**config.mk**
```make
export PLATFORM = sky130hd
export DESIGN_NAME = shared_mem_arbiter
export DESIGN_NICKNAME = d
export VERILOG_FILES = /design/src/rtl/shared_mem_arbiter.sv
export SDC_FILE = /design/constraint.sdc
export NUM_CORES = 1
export LEC_CHECK = 0
export CAP_MARGIN = 5
export CORE_MARGIN = 2
export CORE_UTILIZATION = 38
export CTS_CLUSTER_SIZE = 20
export DETAILED_ROUTE_END_ITERATION = 16
export MAX_ROUTING_LAYER = met4
export PLACE_DENSITY_LB_ADDON = 0.15
export SYNTH_ARGS = -nofsm -noshare
export SYNTH_HDL_FRONTEND = slang
export SYNTH_SLANG_ARGS = --single-unit
```
**constraint.sdc**
```tcl
create_clock -name clk -period 1.9 [get_ports clk]
set_input_delay 0.38 -clock clk [delete_from_list [all_inputs] [get_ports clk]]
set_output_delay 0.38 -clock clk [all_outputs]
set_load 0.1 [all_outputs]
```
**src/rtl/shared_mem_arbiter.sv**
```systemverilog
// rtl/shared_mem_arbiter.sv - four-core round-robin arbiter onto one synchronous shared RAM port
// Optional feature: define ARB_LOCK_EN to let a core hold the grant across transactions via lock[].
module shared_mem_arbiter #(
    parameter int ADDR_W = 8,
    parameter int DATA_W = 8
) (
    input  logic              clk,
    input  logic              reset,
    input  logic [3:0]        req,
    input  logic [3:0]        we,
    input  logic [3:0]        lock,
    input  logic [ADDR_W-1:0] addr0,
    input  logic [ADDR_W-1:0] addr1,
    input  logic [ADDR_W-1:0] addr2,
    input  logic [ADDR_W-1:0] addr3,
    input  logic [DATA_W-1:0] wdata0,
    input  logic [DATA_W-1:0] wdata1,
    input  logic [DATA_W-1:0] wdata2,
    input  logic [DATA_W-1:0] wdata3,
    output logic [3:0]        gnt,
    output logic [3:0]        ack,
    output logic [DATA_W-1:0] rdata,
    output logic              busy,
    output logic              mem_en,
    output logic              mem_we,
    output logic [ADDR_W-1:0] mem_addr,
    output logic [DATA_W-1:0] mem_wdata,
    input  logic [DATA_W-1:0] mem_rdata
);

    typedef enum logic [1:0] {
        S_IDLE    = 2'd0,
        S_ISSUE   = 2'd1,
        S_CAPTURE = 2'd2,
        S_ACK     = 2'd3
    } state_t;

    state_t            state;
    state_t            state_nxt;
    logic [1:0]        ptr;
    logic [1:0]        win;
    logic              we_q;
    logic [3:0]        gnt_q;
    logic [3:0]        ack_q;
    logic [DATA_W-1:0] rdata_q;
    logic [ADDR_W-1:0] addr_q;
    logic [DATA_W-1:0] wdata_q;

    logic [1:0]        rr_idx;
    logic              rr_found;
    logic [1:0]        pick;
    logic [ADDR_W-1:0] sel_addr;
    logic [DATA_W-1:0] sel_wdata;

    function automatic logic [3:0] onehot(input logic [1:0] idx);
        onehot = 4'b0001 << idx;
    endfunction

    // Search ptr+1, ptr+2, ptr+3, ptr; the first active requester wins.
    always_comb begin
        logic [1:0] cand;
        rr_found = 1'b0;
        rr_idx   = ptr;
        cand     = ptr;
        for (int k = 1; k <= 4; k++) begin
            cand = ptr + 2'(k);
            if (!rr_found && req[cand]) begin
                rr_found = 1'b1;
                rr_idx   = cand;
            end
        end
    end

`ifdef ARB_LOCK_EN
    logic lock_active;

    // While locked, ptr still names the locked core because ACK sets ptr to the winner.
    assign pick = (lock_active && req[ptr]) ? ptr : rr_idx;

    always_ff @(posedge clk or negedge reset) begin
        if (!reset) begin
            lock_active <= 1'b0;
        end else if (state == S_ACK) begin
            lock_active <= lock[win];
        end else if (state == S_IDLE && !req[ptr]) begin
            lock_active <= 1'b0;
        end
    end
`else
    logic unused_lock;

    assign pick        = rr_idx;
    assign unused_lock = ^lock;
`endif

    always_comb begin
        sel_addr  = addr0;
        sel_wdata = wdata0;
        case (pick)
            2'd0: begin sel_addr = addr0; sel_wdata = wdata0; end
            2'd1: begin sel_addr = addr1; sel_wdata = wdata1; end
            2'd2: begin sel_addr = addr2; sel_wdata = wdata2; end
            default: begin sel_addr = addr3; sel_wdata = wdata3; end
        endcase
    end

    always_ff @(posedge clk or negedge reset) begin
        if (!reset) begin
            state <= S_IDLE;
        end else begin
            state <= state_nxt;
        end
    end

    always_comb begin
        state_nxt = state;
        case (state)
            S_IDLE:    if (|req) state_nxt = S_ISSUE;
            S_ISSUE:   state_nxt = S_CAPTURE;
            S_CAPTURE: state_nxt = S_ACK;
            S_ACK:     state_nxt = S_IDLE;
            default:   state_nxt = S_IDLE;
        endcase
    end

    always_ff @(posedge clk or negedge reset) begin
        if (!reset) begin
            ptr     <= 2'd3;
            win     <= 2'd0;
            we_q    <= 1'b0;
            gnt_q   <= 4'b0;
            ack_q   <= 4'b0;
            rdata_q <= '0;
            addr_q  <= '0;
            wdata_q <= '0;
        end else begin
            ack_q <= 4'b0;
            case (state)
                S_IDLE: begin
                    if (|req) begin
                        win     <= pick;
                        gnt_q   <= onehot(pick);
                        we_q    <= we[pick];
                        addr_q  <= sel_addr;
                        wdata_q <= sel_wdata;
                    end
                end
                S_CAPTURE: begin
                    // The RAM registered its output on the edge that closed ISSUE.
                    if (!we_q) rdata_q <= mem_rdata;
                    ack_q <= gnt_q;
                end
                S_ACK: begin
                    gnt_q <= 4'b0;
                    ptr   <= win;
                end
                default: ;
            endcase
        end
    end

    // Strobes decode straight from state so they fall as soon as reset asserts.
    assign mem_en    = (state == S_ISSUE);
    assign mem_we    = (state == S_ISSUE) && we_q;
    assign mem_addr  = addr_q;
    assign mem_wdata = wdata_q;
    assign busy      = (state != S_IDLE);
    assign gnt       = gnt_q;
    assign ack       = ack_q;
    assign rdata     = rdata_q;

endmodule

```
After elaboration in Yosys (flattened, before gate mapping)
Index checks and enable logic that the tools add are counted.

Input bits: 86. Register bits after elaboration: 39. Word-level logic and storage cells: 64. Output and inout port bits: 35.

$add $sub $neg: 3. Multiplexer cells: 24. Equal/unequal tests: 6. Magnitude comparators: 5. Bitwise operators: 1. Reductions and logical operators: 15. Shift-type cells: 1.

Operator list (count): $pmux 8 s3 (2); $lt 2x3->1 const B (5); $bmux 1 s2 (5); $mux 2 (5); $mux 1 (8); $mux 4 (2); $pmux 2 s4 (1); $pmux 4 s2 (1); $eq 2x2->1 const B (3); $reduce_and 2->1 (3); $add 2x2->2 const B (2); $eq 2x1->1 const B (2); $logic_and 1x1->1 (4); $logic_not 2->1 (2); $reduce_bool 2->1 (2); $reduce_or 4->1 (1); $shl 1x2->4 const A (1); $logic_not 1->1 (3); $add 2x1->2 const B (1); $ne 2x2->1 const B (1); $not 1->1 (1).

Logic depth before layout (Yosys ltp)
Gate-level depths: netlist (run 1).

Depth after elaboration: 16. Mapped depth: 7. Mapped depth without buffers: 6.

Worst setup path before layout (run 1)
OpenSTA, ideal clock, no wires.

Kind: register to output. Start: register state[1]. End: output port mem_we. Stages on the path, launching flop included: 4. Path buffers: 0. Data required time: 1.520 ns. Arrival time: 2.151 ns. Path slack: -0.631 ns. Cells stage by stage: dfrtp_1 > inv_1 > ha_1 > and2_1.

Word-level cells in the longest chain between the ends: 2.

RTL lines: start: declaration (RTL line 38) `state_t state;`; start signal: assignment (RTL line 111) `state <= state_nxt;`; $eq 2x1->1; via mem_en (RTL line 24) `output logic mem_en,`; $logic_and 1x1->1 (RTL line 164) `assign mem_we = (state == S_ISSUE) && we_q;`; end: declaration (RTL line 25) `output logic mem_we,`.

The timed path passes the listed nets, and every way through them passes these cells.

Worst setup path in the final report (run 1)
Start: input port req[3]. End: register wdata_q[2] (netlist: mem_wdata[2]).

Word-level cells in the longest chain between the ends: 14. Elaborated cells between the ends (all ways): 27. Classes of those cells: eq/ne (2); mux (16); reduce/logical (9).

RTL lines: start: declaration (RTL line 9) `input logic [3:0] req,`; $bmux 1 s2 (RTL line 67) `if (!rr_found && req[cand]) begin`; $mux 1 (implied by the code) (RTL line 67); $mux 1 (RTL line 67); $logic_not 1->1 (RTL line 67); $logic_and 1x1->1 (RTL line 67); $mux 1 (RTL line 67); $logic_not 1->1 (RTL line 67); $logic_and 1x1->1 (RTL line 67); $mux 1 (RTL line 67); $logic_not 1->1 (RTL line 67); $logic_and 1x1->1 (RTL line 67); $mux 2 (RTL line 67); $eq 2x2->1 (tied with other cells) (RTL line 99) `case (pick)`; $pmux 8 s3 (RTL line 99); end signal: assignment (RTL line 145) `wdata_q <= sel_wdata;`; end: declaration (RTL line 47) `logic [DATA_W-1:0] wdata_q;`.

Several ways; a longest one is shown, not always the timed one. The select of a mux whose other input is x is not followed. A chain may end at the register's enable or synchronous reset.

==> results_dict.tcl, run 1 <==
set metrics [dict create \
    cp.arrival_ps 1970 \
    die_h_um 78.84 \
    drt_iter0_drc 83 \
    area_growth_pct 66.78 \
    period_minus_slack_ps 1822 \
    cts.sinks 39 \
    rsz0062_at_grt "false" \
    synth_warnings 0 \
    hold_viol 0 \
    cts_buffers 5 \
    critPathMaxFanout 15 \
    fmax_mhz 548.8 \
    fin_cells 376 \
    synth_top_area_share_pct 43.50 \
    async_flop_share_pct 100.0 \
    synthTopCellsByCount "37 x dfrtp_1, 35 x mux2i_1, 24 x nand2_1" \
    yosysUniqueCellTypes 29 \
    reg2reg_slack_ps 150 \
    holdCritPathClass "primary input to async pin" \
    synthAdderAreaFrac_pct 2.939 \
    criticalPathCategory "primary input to register" \
    synth-main-ff-cell "dfrtp_1" \
    syn_inst 175 \
    powerDensity_nw_per_um2 1998 \
    synth-compound-area-share_pct 14.29 \
    finalSetupTns_ps 0 \
    htree_levels 2 \
    nFillCells 467 \
    critical_path.top_delay_family "simple AND/OR/NAND/NOR gates" \
    dp.cells 368 \
    max_slew.worst_pin.slew_ps 662.3 \
    r2r_start "ptr[1]$_DFFE_PN1P_" \
    clk_pin_slew_ps 70 \
    yosysSeqAreaShare_pct 45.97 \
    gp_congestion 0.6765 \
    syn_area_um2 2128 \
    core_area_um2 5473 \
    ioPinCount 121 \
    diodes 0 \
    port_buffers 116 \
    max_cap_violations 0 \
    rr_endpoint "mem_wdata[2]$_DFFE_PN0P_" \
    relSlewSlack_pct 55.85 \
    crit_end "mem_wdata[2]$_DFFE_PN0P_" \
    synth-edff-count 0 \
    synth_area_leaders "dfrtp_1 44%, mux2i_1 16%, o221ai_2 7.8%" \
    crit_path_end_kind "register" \
    chipWidth_um 78.84 \
    routed-via-count 1832 \
    cp_slowest_cell "clkdlybuf4s50_1" \
    cts_tree "built" \
    layout.nets 394 \
    startpoint "req[3]" \
    yosysTopAreaCell "dfrtp_1" \
    cpPeakStageDelay_ps 490 \
    setup_violations 0 \
    detailedRoute.firstPassIterationCount 4 \
    routed_wl_um 5093 \
    vdd_ir_drop_max_mv 1.081 \
    post-route-util_pct 64.86 \
    antenna_found_initial 0 \
    dp_hpwl_um 4095 \
    startpoint_type "primary input" \
    drv_slew 0 \
    grt_overflow 0 \
    start_util_pct 38.89 \
    ys_ff_latch 39 \
    yosys.area_share.simple_pct 9.053 \
    path_common_cell "nand2b_1" \
    grt_pass1_wl_um 8335 \
    viasPerCell 4.872 \
    cts_buffer_depth 2 \
    drive_gt1_share_pct 28.29 \
    wire_per_inst_um 13.55 \
    synth_xor_area_share_pct 0 \
    status "finished clean" \
    cp_num_buf_inv 2 \
    required_ps 2050 \
    synth_top_family_by_area "multiplexers" \
    synth_mux_area_share_pct 21.75 \
    synth.most_common_cell "dfrtp_1" \
    crit_cells 6 \
    clockRootBuffer "clkbuf_8" \
    path_cells "clkdlybuf4s50_1, nor4_1, nand2b_1, nand2b_1, buf_12, o221ai_1" \
    rows 27 \
    r2r_cells 5 \
    synth_nets 266 \
    grt_max_degree 31 \
    leakage_uw 0.001616 \
    drc 0 \
    drtAntennaViolNets 0 \
    clk_latency_ps 280 \
    skew_ps 4.954 \
    grt.total_usage_pct 17.36 \
    timing.final.crit_share_pct 95.90 \
    grt_pass1_vias 1844 \
    synth.avg_cell_area_um2 12.16 \
    dieArea_um2 6216 \
    post-cts-setup-buffers 0 \
]
through the flow:
| step | cell area [um2] | total power, uW | setup WS (ps) | hold WS (ps) |
|---|---|---|---|---|
| after global routing | 3550 | 7485 | 6.377 | 150.8 |
| after global placement | 3465 | 6572 | -191.7 | 443.0 |
| after floorplan | 2133 | 5315 | 76.47 | 84.41 |
| after CTS | 3546 | 7171 | 80.71 | 131.4 |
| final | 3550 | 7093 | 77.95 | 119.3 |
| after detailed placement | 3465 | 6635 | -235.7 | 443.6 |
report_power, final:
group	internal (uW)	leakage (uW)	switching, uW	total [uW]
clock	258	0.0000422	271	529
sequential	1230	0.000483	250	1480
combinational	1670	0.00109	3420	5090
flip-flops by register name (all words and copies together), names as in the netlist:
name       cells
ack            4
we_q           1
ptr            2
rdata          8
mem_wdata      8
gnt            4
mem_addr       8
win            2
state          2
layout make-up:
type / instances / area (um2) / share of cell area (%)
timing repair buffer: 132 / 1339 / 37.72
multi-input combinational: 120 / 1042 / 29.36
sequential: 39 / 978.4 / 27.56
tap: 72 / 90.09 / 2.538
clock buffer: 7 / 76.32 / 2.150
inverter: 5 / 18.77 / 0.5287
clock inverter: 1 / 5.005 / 0.1410
timing repair:
item                       4_1_cts  5_1_grt
setup endpoints to repair        0        1
hold buffers                     0        0
resized for setup                0        1
logic make-up after synthesis:
kind of cell	after synthesis
multiplexers	45
AND/OR/NAND/NOR	40
flip-flops	39
AO/OA/AOI/OAI	30
buffers and inverters	16
adder cells (fa/ha/maj)	5
placed cells by master, fill, tap and decap left out, types with 4 or more instances in the layout:
cell type | synthesis | final
clkdlybuf4s50_1 | 0 | 80
o221ai_2 | 11 | 10
ha_1 | 5 | 4
clkbuf_8 | 0 | 5
buf_4 | 2 | 39
inv_1 | 5 | 5
mux2_2 | 10 | 10
o221ai_1 | 7 | 7
nand2_1 | 24 | 24
mux2i_1 | 35 | 34
and2_1 | 5 | 4
o21ai_0 | 7 | 7
dfrtp_1 | 37 | 37
buf_12 | 2 | 12
worst min-delay path by stage:
stage | start | endpoint | slack (ps)
2_1_floorplan | reset | ack[0]$_DFF_PN0_ | 80
6_report | reset | state[1]$_DFFE_PN0P_ | 120
3_3_place_gp | reset | ack[2]$_DFF_PN0_ | 440
5_1_grt | reset | ack[2]$_DFF_PN0_ | 150
4_1_cts | reset | state[1]$_DFFE_PN0P_ | 130
3_5_place_dp | reset | ack[2]$_DFF_PN0_ | 440
per-layer routing:
metal  routed length [um]  vias up  global-route usage, %
li1                     -      895                      -
met1                 2174      866                  20.52
met2                 2580       67                  30.26
met3                  309        4                  4.659
met4                   28        0                  3.103
met5                    0        -                      -
No activity file was read; power rests on OpenSTA's default activity.
==> inputs of run 2 (changes only) <==
- CORE_UTILIZATION: 38 -> 35
- TNS_END_PERCENT: unset -> 100
- clock period: 1.9 -> 1.5 ns (I/O delays scaled with it)
==> run 2 against run 1 <==
The flow now finishes with violations (setup timing). Sequential cell count unchanged. Combinational power up 59%. Die area up 8.1%. Critical path depth unchanged. Critical path type is now register to register. Largest cell class unchanged. Largest power group unchanged.
==> results_dict.tcl, run 2 (synthesized netlist as in run 1, its figures left out) <==
set metrics [dict create \
    status "finished with violations" \
    violations "setup timing" \
    cpPeakStageDelay_ps 590 \
    grt_pass1_vias 2014 \
    rows 28 \
    relSlewSlack_pct 74.89 \
    chipWidth_um 81.98 \
    routed_wl_um 6189 \
    port_buffers 116 \
    rsz0062_at_grt "true" \
    switching_share_pct 50.88 \
    startpoint_type "register" \
    comb_power_share_pct 74.6 \
    multi_input_area_um2 1114 \
    viasPerCell 4.847 \
    ioPinCount 121 \
    layout_commonest_cell "clkdlybuf4s50_1" \
    drc 0 \
    path_cells "mux2i_2, o221ai_4, buf_6, buf_16, mux2i_1, o221ai_2" \
    cts_buffer_depth 2 \
    layout.nets 414 \
    crit_path_end_kind "register" \
    fin_cells 399 \
    critPathMaxFanout 9 \
    die_h_um 81.98 \
    drtAntennaViolNets 0 \
    powerDensity_nw_per_um2 2586 \
    cp_slowest_cell "dfstp_2" \
    setup_violations 26 \
    dieArea_um2 6721 \
    grt.total_usage_pct 19.78 \
    finalSetupTns_ps -5101 \
    timing.final.crit_share_pct 116.4 \
    post-route-util_pct 71.32 \
    cts.sinks 39 \
    gp_congestion 0.7063 \
    period_minus_slack_ps 1747 \
    layout_setup_ws_ps -246.7 \
    cts_tree "built" \
    layout_common_cells "78 x clkdlybuf4s50_1, 39 x buf_12, 37 x dfrtp_1" \
    drt_iter0_drc 36 \
    vdd_ir_drop_max_mv 2.115 \
    hold_viol 0 \
    leakage_uw 0.001845 \
    clk_pin_slew_ps 80 \
    cp.arrival_ps 1930 \
    wire_per_inst_um 15.51 \
    drive_gt1_share_pct 37.04 \
    antenna_found_initial 0 \
    fmax_mhz 572.5 \
    clockRootBuffer "clkbuf_8" \
    grt_overflow 0 \
    seqPwrFrac_pct 18.9 \
    holdCritPathClass "primary input to async pin" \
    skew_ps 6.937 \
    area_growth_pct 97.24 \
    dp_hpwl_um 4764 \
    power.internal_uw 5333 \
    max_cap_violations 0 \
    htree_levels 2 \
    required_ps 1680 \
    diodes 0 \
    core_area_um2 5886 \
    drv_slew 0 \
    dp_slack_ps -570.4 \
    p_sw_uw 5524 \
    criticalPathCategory "register to register" \
    grt_max_degree 22 \
    routed-via-count 1934 \
    cts_buffers 5 \
    detailedRoute.firstPassIterationCount 4 \
    max_slew.worst_pin.slew_ps 372.8 \
    nFillCells 432 \
    p_clk_share_pct 6.5 \
    grt_pass1_wl_um 9660 \
    dp.cells 378 \
    clk_latency_ps 290 \
    start_util_pct 36.16 \
    seqCellArea_um2 978.4 \
]
[run 2: changes by cell type in the layout (fill, tap and decap cells not counted), sizes merged]
cell,change
buf,+19
clkbuf,-2
clkdlybuf4s50,-2
clkinvlp,+3
dlygate4sd2,+2
dlygate4sd3,+1
inv,-1
[run 2: power by group through the flow]
stage	clock, uW	sequential (uW)	combinational [uW]
global route	776	2110	8470
floorplan	0	4480	2340
detailed placement	0	2070	7510
CTS	724	2040	8040
finish	709	2050	8100
global placement	0	2060	7410
[run 2: metal layers]
layer	vias up	wire, um	GRT usage (%)
met1	912	2454	22.77
li1	935	-	-
met4	0	82	5.667
met3	9	304	3.297
met2	78	3348	35.37
met5	-	0	-
[run 2: worst paths after layout]
check                                         from                 endpoint  slack, ps  depth (start not counted)
worst max-delay path            ptr[1]$_DFFE_PN1P_  mem_addr[0]$_DFFE_PN0P_       -250                          6
worst min-delay path                         reset       gnt[2]$_DFFE_PN0P_        420                          2
worst max register to register  ptr[1]$_DFFE_PN1P_  mem_addr[0]$_DFFE_PN0P_       -250                          6
worst min register to register  win[1]$_DFFE_PN0P_       win[1]$_DFFE_PN0P_        480                          2
max in group asynchronous                    reset       ptr[1]$_DFFE_PN1P_        550                          3
min in group clk                win[1]$_DFFE_PN0P_       win[1]$_DFFE_PN0P_        480                          2
[run 2: cell type report]
type / instances / area share, %
clock buffers: 5 / 1.639
clock inverters: 3 / 0.4769
inverters: 5 / 0.5365
multi-input cells: 120 / 26.53
flip-flops and latches: 39 / 23.31
well taps: 75 / 2.235
repair buffers: 152 / 45.28
[run 2: metrics by stage]
step,hold WS (ps),instance area [um2],total power [uW]
2_1_floorplan,4.409,2163,6823
3_3_place_gp,202.0,3877,9470
3_5_place_dp,206.1,3877,9576
4_1_cts,434.2,4156,10800
5_1_grt,446.3,4198,11360
6_report,424.0,4198,10860
[run 2: repair_timing]
action | in CTS | in global routing
resized for setup | 21 | 7
pin swaps | 3 | 2
gates cloned | 2 | 0
endpoints found under the hold margin | 8 | 0
buffers inserted | 9 | 1
endpoints found under the setup margin | 26 | 34
hold buffers | 1 | 0
[run 2: worst max-delay path, delay by kind of cell (launching register included)]
| kind | cells | cell delay (ps) |
|---|---|---|
| muxes | 2 | 450 |
| AOI/OAI and AO/OA | 2 | 290 |
| buffers and inverters | 2 | 290 |
| DFF | 1 | 590 |
